### src/rtl/usb_cmd_pkg.sv
// Shared definitions for the USB RX frame parser: sync default, FSM encoding,
// header field positions and small header field extractors.
package usb_cmd_pkg;

  // Default value expected in the header sync byte.
  localparam logic [7:0] SYNC_BYTE_DEFAULT = 8'hA5;

  // Header word layout: {sync[15:8], length[7:0]}.
  localparam int HDR_SYNC_MSB = 15;
  localparam int HDR_SYNC_LSB = 8;
  localparam int HDR_LEN_MSB  = 7;
  localparam int HDR_LEN_LSB  = 0;

  // Parser FSM encoding. The value is also exported on the debug port.
  typedef enum logic [1:0] {
    ST_HUNT     = 2'd0,  // idle, issuing the read for a candidate header
    ST_HDR_WAIT = 2'd1,  // header read in flight, evaluate sync on arrival
    ST_PAYLOAD  = 2'd2,  // forwarding payload words to the output register
    ST_CSUM     = 2'd3   // waiting for and evaluating the checksum word
  } state_t;

  // Extract the sync byte of a header word.
  function automatic logic [7:0] hdr_sync(input logic [15:0] word);
    return word[HDR_SYNC_MSB:HDR_SYNC_LSB];
  endfunction

  // Extract the payload length of a header word.
  function automatic logic [7:0] hdr_len(input logic [15:0] word);
    return word[HDR_LEN_MSB:HDR_LEN_LSB];
  endfunction

endpackage

### src/rtl/sat_counter.sv
// Saturating up-counter: increments on i_en and sticks at all-ones.
module sat_counter #(
  parameter int W = 8
) (
  input  logic         clk,
  input  logic         rst_n,
  input  logic         i_en,
  output logic [W-1:0] o_count
);

  localparam logic [W-1:0] ONE = W'(1);
  localparam logic [W-1:0] MAX = '1;

  // Count enabled events, holding at the maximum value instead of wrapping.
  always_ff @(posedge clk or negedge rst_n) begin
    if (!rst_n) begin
      o_count <= '0;
    end else if (i_en && (o_count != MAX)) begin
      o_count <= o_count + ONE;
    end
  end

endmodule

### src/rtl/usb_frame_parser.sv
// Parses {sync,len} / payload / checksum frames out of a non-showahead RX FIFO
// and forwards payload words through a single output register.
//
// Output handshake: out_data/out_last are qualified by out_valid; a word moves
// when out_valid & out_ready are both high at a rising clk edge, and while
// out_valid & ~out_ready the register contents are held unchanged.
module usb_frame_parser
  import usb_cmd_pkg::*;
#(
  parameter logic [7:0] SYNC_BYTE = SYNC_BYTE_DEFAULT,
  parameter int         CNT_W     = 16
) (
  input  logic             clk,
  input  logic             reset_n,
  // RX FIFO read port (data returns one cycle after the request)
  output logic             fifo_rdreq,
  input  logic [15:0]      fifo_q,
  input  logic             fifo_rdempty,
  // Payload stream
  output logic [15:0]      out_data,
  output logic             out_valid,
  input  logic             out_ready,
  output logic             out_last,
  // Frame result and statistics
  output logic             frame_done,
  output logic             frame_ok,
  output logic [CNT_W-1:0] ok_count,
  output logic [7:0]       err_count,
  output logic [7:0]       sync_err_count,
  // Debug view of the parser FSM
  output logic [1:0]       o_dbg_state
);

  state_t      r_state;
  state_t      w_next_state;

  // Two-stage release qualifier: reads stay blocked for two edges after reset.
  logic [1:0]  r_rst_sync;
  // High in the cycle the requested word is present on fifo_q.
  logic        r_inflight;

  logic [7:0]  r_len;
  logic [15:0] r_sum;
  logic [15:0] r_out_data;
  logic        r_out_valid;
  logic        r_out_last;
  logic        r_frame_done;
  logic        r_frame_ok;

  logic        w_rx;
  logic        w_out_free;
  logic        w_rd_en;
  logic        w_sync_match;
  logic        w_csum_match;
  logic        w_hdr_rx;
  logic        w_pay_rx;
  logic        w_csum_rx;
  logic        w_ok_inc;
  logic        w_err_inc;
  logic        w_sync_inc;

  assign w_rx         = r_inflight;
  assign w_out_free   = ~r_out_valid | out_ready;
  assign w_sync_match = (hdr_sync(fifo_q) == SYNC_BYTE);
  assign w_csum_match = (fifo_q == r_sum);

  // A read is only launched when data exists, nothing is outstanding, and the
  // output register can absorb whatever comes back next cycle.
  assign w_rd_en = r_rst_sync[1] & ~fifo_rdempty & ~r_inflight & w_out_free;

  // FSM state register.
  always_ff @(posedge clk or negedge reset_n) begin
    if (!reset_n) begin
      r_state <= ST_HUNT;
    end else begin
      r_state <= w_next_state;
    end
  end

  // Next-state and per-word event decode; state only moves when a word lands.
  always_comb begin
    w_next_state = r_state;
    w_hdr_rx     = 1'b0;
    w_pay_rx     = 1'b0;
    w_csum_rx    = 1'b0;
    w_sync_inc   = 1'b0;
    w_ok_inc     = 1'b0;
    w_err_inc    = 1'b0;
    fifo_rdreq   = w_rd_en;
    case (r_state)
      ST_HUNT: begin
        if (w_rd_en) begin
          w_next_state = ST_HDR_WAIT;
        end
      end
      ST_HDR_WAIT: begin
        if (w_rx) begin
          if (w_sync_match) begin
            w_hdr_rx = 1'b1;
            if (hdr_len(fifo_q) == 8'd0) begin
              w_next_state = ST_CSUM;
            end else begin
              w_next_state = ST_PAYLOAD;
            end
          end else begin
            // Not a header: drop it and keep hunting.
            w_sync_inc   = 1'b1;
            w_next_state = ST_HUNT;
          end
        end
      end
      ST_PAYLOAD: begin
        if (w_rx) begin
          w_pay_rx = 1'b1;
          if (r_len == 8'd1) begin
            w_next_state = ST_CSUM;
          end
        end
      end
      ST_CSUM: begin
        if (w_rx) begin
          w_csum_rx    = 1'b1;
          w_ok_inc     = w_csum_match;
          w_err_inc    = ~w_csum_match;
          w_next_state = ST_HUNT;
        end
      end
      default: begin
        w_next_state = ST_HUNT;
      end
    endcase
  end

  // Reset release qualifier and single-outstanding-read tracker.
  always_ff @(posedge clk or negedge reset_n) begin
    if (!reset_n) begin
      r_rst_sync <= 2'b00;
      r_inflight <= 1'b0;
    end else begin
      r_rst_sync <= {r_rst_sync[0], 1'b1};
      r_inflight <= w_rd_en;
    end
  end

  // Length counter and running checksum, seeded by the header word.
  always_ff @(posedge clk or negedge reset_n) begin
    if (!reset_n) begin
      r_len <= 8'd0;
      r_sum <= 16'd0;
    end else if (w_hdr_rx) begin
      r_len <= hdr_len(fifo_q);
      r_sum <= fifo_q;
    end else if (w_pay_rx) begin
      r_len <= r_len - 8'd1;
      r_sum <= r_sum + fifo_q;
    end
  end

  // Output register: loaded by payload words, cleared when the consumer takes it.
  always_ff @(posedge clk or negedge reset_n) begin
    if (!reset_n) begin
      r_out_data  <= 16'd0;
      r_out_valid <= 1'b0;
      r_out_last  <= 1'b0;
    end else if (w_pay_rx) begin
      r_out_data  <= fifo_q;
      r_out_valid <= 1'b1;
      r_out_last  <= (r_len == 8'd1);
    end else if (r_out_valid && out_ready) begin
      r_out_valid <= 1'b0;
      r_out_last  <= 1'b0;
    end
  end

  // One-cycle frame result pulse; frame_ok is only ever high alongside it.
  always_ff @(posedge clk or negedge reset_n) begin
    if (!reset_n) begin
      r_frame_done <= 1'b0;
      r_frame_ok   <= 1'b0;
    end else begin
      r_frame_done <= w_csum_rx;
      r_frame_ok   <= w_csum_rx & w_csum_match;
    end
  end

  sat_counter #(.W(CNT_W)) u_ok_cnt (
    .clk     (clk),
    .rst_n   (reset_n),
    .i_en    (w_ok_inc),
    .o_count (ok_count)
  );

  sat_counter #(.W(8)) u_err_cnt (
    .clk     (clk),
    .rst_n   (reset_n),
    .i_en    (w_err_inc),
    .o_count (err_count)
  );

  sat_counter #(.W(8)) u_sync_err_cnt (
    .clk     (clk),
    .rst_n   (reset_n),
    .i_en    (w_sync_inc),
    .o_count (sync_err_count)
  );

  assign out_data    = r_out_data;
  assign out_valid   = r_out_valid;
  assign out_last    = r_out_last;
  assign frame_done  = r_frame_done;
  assign frame_ok    = r_frame_ok;
  assign o_dbg_state = r_state;

endmodule

### config.mk
export PLATFORM = sky130hd
export DESIGN_NAME = usb_frame_parser
export DESIGN_NICKNAME = d
export VERILOG_FILES = /design/src/rtl/usb_cmd_pkg.sv /design/src/rtl/sat_counter.sv /design/src/rtl/usb_frame_parser.sv
export SDC_FILE = /design/constraint.sdc
export NUM_CORES = 1
export LEC_CHECK = 0
export ABC_AREA = 1
export CAP_MARGIN = 30
export CORE_MARGIN = 3
export CORE_UTILIZATION = 50
export DETAILED_ROUTE_END_ITERATION = 10
export GPL_TIMING_DRIVEN = 0
export HOLD_SLACK_MARGIN = 0.15
export PLACE_DENSITY = 0.75
export SLEW_MARGIN = 20
export SYNTH_ARGS = -nofsm -noshare
export SYNTH_HDL_FRONTEND = slang
export SYNTH_HIERARCHICAL = 1
export SYNTH_SLANG_ARGS = --single-unit
### constraint.sdc
create_clock -name clk -period 5.4 [get_ports clk]
set_input_delay 1.08 -clock clk [delete_from_list [all_inputs] [get_ports clk]]
set_output_delay 1.08 -clock clk [all_outputs]
set_load 0.01 [all_outputs]
==> flow_metrics.tcl <==
set metrics [dict create \
    crit_path_top_delay_cell "nor4_1" \
    p_leak_nw 3.17 \
    r2r-end "u_ok_cnt/o_count[3]" \
    criticalPathCategory "in -> reg" \
    cts_setup_buffers 0 \
    max-cap-violations 0 \
    hold_violations 0 \
    crit_chain "clkdlybuf4s50_1 > ha_1 > nor4_1 > nand3_1 > nor4_1 > inv_1 > nor2_4 > buf_6 > nand2_1 > nand2_1" \
    irDropWorstVdd_mv 0.227 \
    min-delay-start "r_rst_sync[0]" \
    yosys.area.top_type_share_pct 39.5 \
    pwr-share-clk_pct 21.8 \
    yosys_warnings 6 \
    slew_violations 0 \
    critPathCaptureType "flop" \
    synth_top_family_by_area "simple AND/OR/NAND/NOR gates" \
    rsz0062_at_grt "no" \
    skew_ns 0.00883 \
    cts_resized 0 \
    fp.dieH_um 107 \
    worst_pin_slew_ns 0.694 \
    numCtsBuffers 9 \
    cpPeakStageDelay_ns 0.58 \
    clock-sinks 81 \
    synth_top_cell_by_area "dfrtp_1" \
    port_buffers 74 \
    internal_power_mw 1.52 \
    antenna_cells 0 \
    synth-compound-area-share_pct 5.12 \
    status "finished, final reports clean" \
    antenna_found_initial 0 \
    synth_edf_count 0 \
    syn_inst 716 \
    synth-simple-area-share_pct 39.4 \
    synth.avg_cell_area_sq_um 7.16 \
    period_share_pct 67.3 \
    finalNonFillerCells 941 \
    areaGrowthSynthToFinish_pct 23.1 \
    avgViaCountPerCell 5.11 \
    synthAdderAreaFrac_pct 5.27 \
    ys_seq_area_share_pct 39.5 \
    ctsHoldBuffers 0 \
    synth-xor-area-share_pct 2.56 \
    antenna_left 0 \
    initial_utilization_pct 52.0 \
    ys_ff_latch 81 \
    die_x_um 107 \
    overflow 0 \
    worst-path-max-fanout 10 \
    slew_headroom_pct 53.3 \
    yosysMostFrequentCell "nand2_1" \
    insertion_delay_ns 0.35 \
    place_congestion 0.906 \
    grt_max_degree 50 \
    wl_um 12900 \
    fmaxAchievable_mhz 275 \
    wl_per_cell_um 13.7 \
    ys_async_sr_fraction_pct 100 \
    dp_cells 925 \
    ctsRootBufferMaster "clkbuf_8" \
    setup_viol 0 \
    crit_path_start_kind "input port" \
    dpl_cell_area_sq_um 6070 \
    holdCritPathClass "reg -> reg" \
    fin_ws_ns 1.77 \
    die_area_sq_um 11500 \
    grt_pass1_vias 4397 \
    drc 0 \
    synth_cell_types 35 \
    arrival_ns 3.92 \
    nets 844 \
    synth_area_sq_um 5130 \
    grt_pass1_wl_um 21400 \
    pwr_density_cell_nw_per_um2 390 \
    r2r_start "r_sum[7]" \
    core_region_area_sq_um 9860 \
    clk_path_buf_depth 2 \
    place_ws_ns 1.49 \
    drt_iter0_markers 264 \
    seqPwrFrac_pct 37.3 \
    r2r_setup_slack_ns 2.66 \
    critPathRequiredTime_ns 5.69 \
    netlist_top_cells_count "284 x nand2_1, 84 x inv_1, 81 x dfrtp_1" \
    power_switching_mw 0.942 \
    io_pins 75 \
    synth_mux_area_share_pct 0 \
    synth.top_cells.by_area "dfrtp_1 40%, nand2_1 21%, inv_1 6.1%" \
    cts_tree "yes" \
    power_frac_comb_pct 40.9 \
    post-route-cell-area_sq_um 6310 \
    dr.pass1.iters 4 \
    track_usage_pct 23.4 \
    min_period_ns 3.63 \
    htree_levels 3 \
    switching_share_pct 38.2 \
    synth_flop_cell "dfrtp_1" \
    place_hpwl_um 9990 \
    row_count 36 \
    layout-drive-gt1-share_pct 8.79 \
    min_path_cells 0 \
    reg2reg_depth 9 \
    vias 4813 \
    hold_end "r_rst_sync[1]" \
    syn-num-nets 757 \
    cts.clk_slew.worst_paths_ns 0.09 \
    fin_tns_setup_ns 0 \
]
## registers in the layout (all words and copies together), names as in the netlist, named ones only
register	count
out_last	1
frame_done	1
out_data	16
u_ok_cnt/o_count	16
u_err_cnt/o_count	8
frame_ok	1
u_sync_err_cnt/o_count	8
r_inflight	1
r_len	8
r_sum	16
r_rst_sync	2
o_dbg_state	1
out_valid	1
## per-stage QoR
step           utilization (%)  hold WS (ns)  power [mW]
3_5_place_dp              61.6         0.336        1.93
4_1_cts                   64.0         0.366        2.47
5_1_grt                   64.0         0.388        2.66
3_3_place_gp              61.2         0.336        1.89
6_report                  64.0         0.359        2.46
2_1_floorplan                -         0.331        1.54
## how the worst max path moves through the flow
stage | start | end | slack (ns) | cells after the start
after floorplan | fifo_q[7] | u_ok_cnt/o_count[15] | 2.51 | 11
after detailed placement | fifo_q[7] | u_ok_cnt/o_count[8] | 1.49 | 10
after CTS | fifo_q[7] | u_ok_cnt/o_count[8] | 1.85 | 10
after global routing | fifo_q[7] | u_ok_cnt/o_count[4] | 1.63 | 10
final | fifo_q[7] | u_ok_cnt/o_count[3] | 1.77 | 10
after global placement | reset_n | r_sum[11] | 0.27 | 1
## worst max-delay path: cells and delay by family
kind,cells,cell delay (ns)
simple gates,6,1.51
buf+inv,3,0.90
fa+ha+maj,1,0.42
## cell usage in the layout, fill, tap and decap left out, types with 2 or more instances in the layout
master and count:
clkinv_2 2, nor2_1 45, inv_1 84, nor4_1 6
o21ai_0 23, inv_4 3, nand2_1 284, nand3_1 55
ha_1 20, nand2_8 2, nand3b_1 3, nor3_1 8
xnor2_1 8, nand2_4 2, nor2_4 9, bufinv_16 3
o21ai_2 2, or2_2 2, nand2_2 13, o21ai_1 5
buf_2 5, dfrtp_1 81, clkdlybuf4s50_1 73, nor2_2 7
xor2_1 7, a21oi_1 16, inv_2 2, nor3b_1 2
nand4_1 10, clkbuf_8 9, buf_6 4
## cell type report
| class | count | area, sq um |
|---|---|---|
| Multi-Input combinational cell | 537 | 2690 |
| Buffer | 9 | 70.1 |
| Clock inverter | 7 | 118 |
| Tap cell | 133 | 166 |
| Clock buffer | 9 | 124 |
| Inverter | 89 | 342 |
| Timing Repair Buffer | 76 | 777 |
| Sequential cell | 81 | 2030 |
| Fill cell | 876 | 3550 |
## power by group through the flow
stage / clock (mW) / combinational (mW) / sequential [mW]
2_1_floorplan: 0 / 0.600 / 0.936
3_3_place_gp: 0 / 0.969 / 0.917
3_5_place_dp: 0 / 1.00 / 0.927
4_1_cts: 0.549 / 1.01 / 0.915
5_1_grt: 0.577 / 1.14 / 0.940
6_report: 0.537 / 1.01 / 0.919
## per-layer routing
metal	vias to the layer above	wire [um]	GRT usage, %
met5	-	0	0
met4	0	91	5.11
met3	7	540	4.08
met2	92	6140	38.8
met1	2276	6080	32.1
li1	2438	-	-
## logic make-up (layout without fill, tap and decap cells)
logic type,Yosys count,in the layout
fa+ha+maj,21,21
compound gates,49,49
buf+inv,98,190
other cells,1,1
simple gates,451,451
flops,81,81
xor+xnor,15,15
No activity file was read; power rests on OpenSTA's default activity.
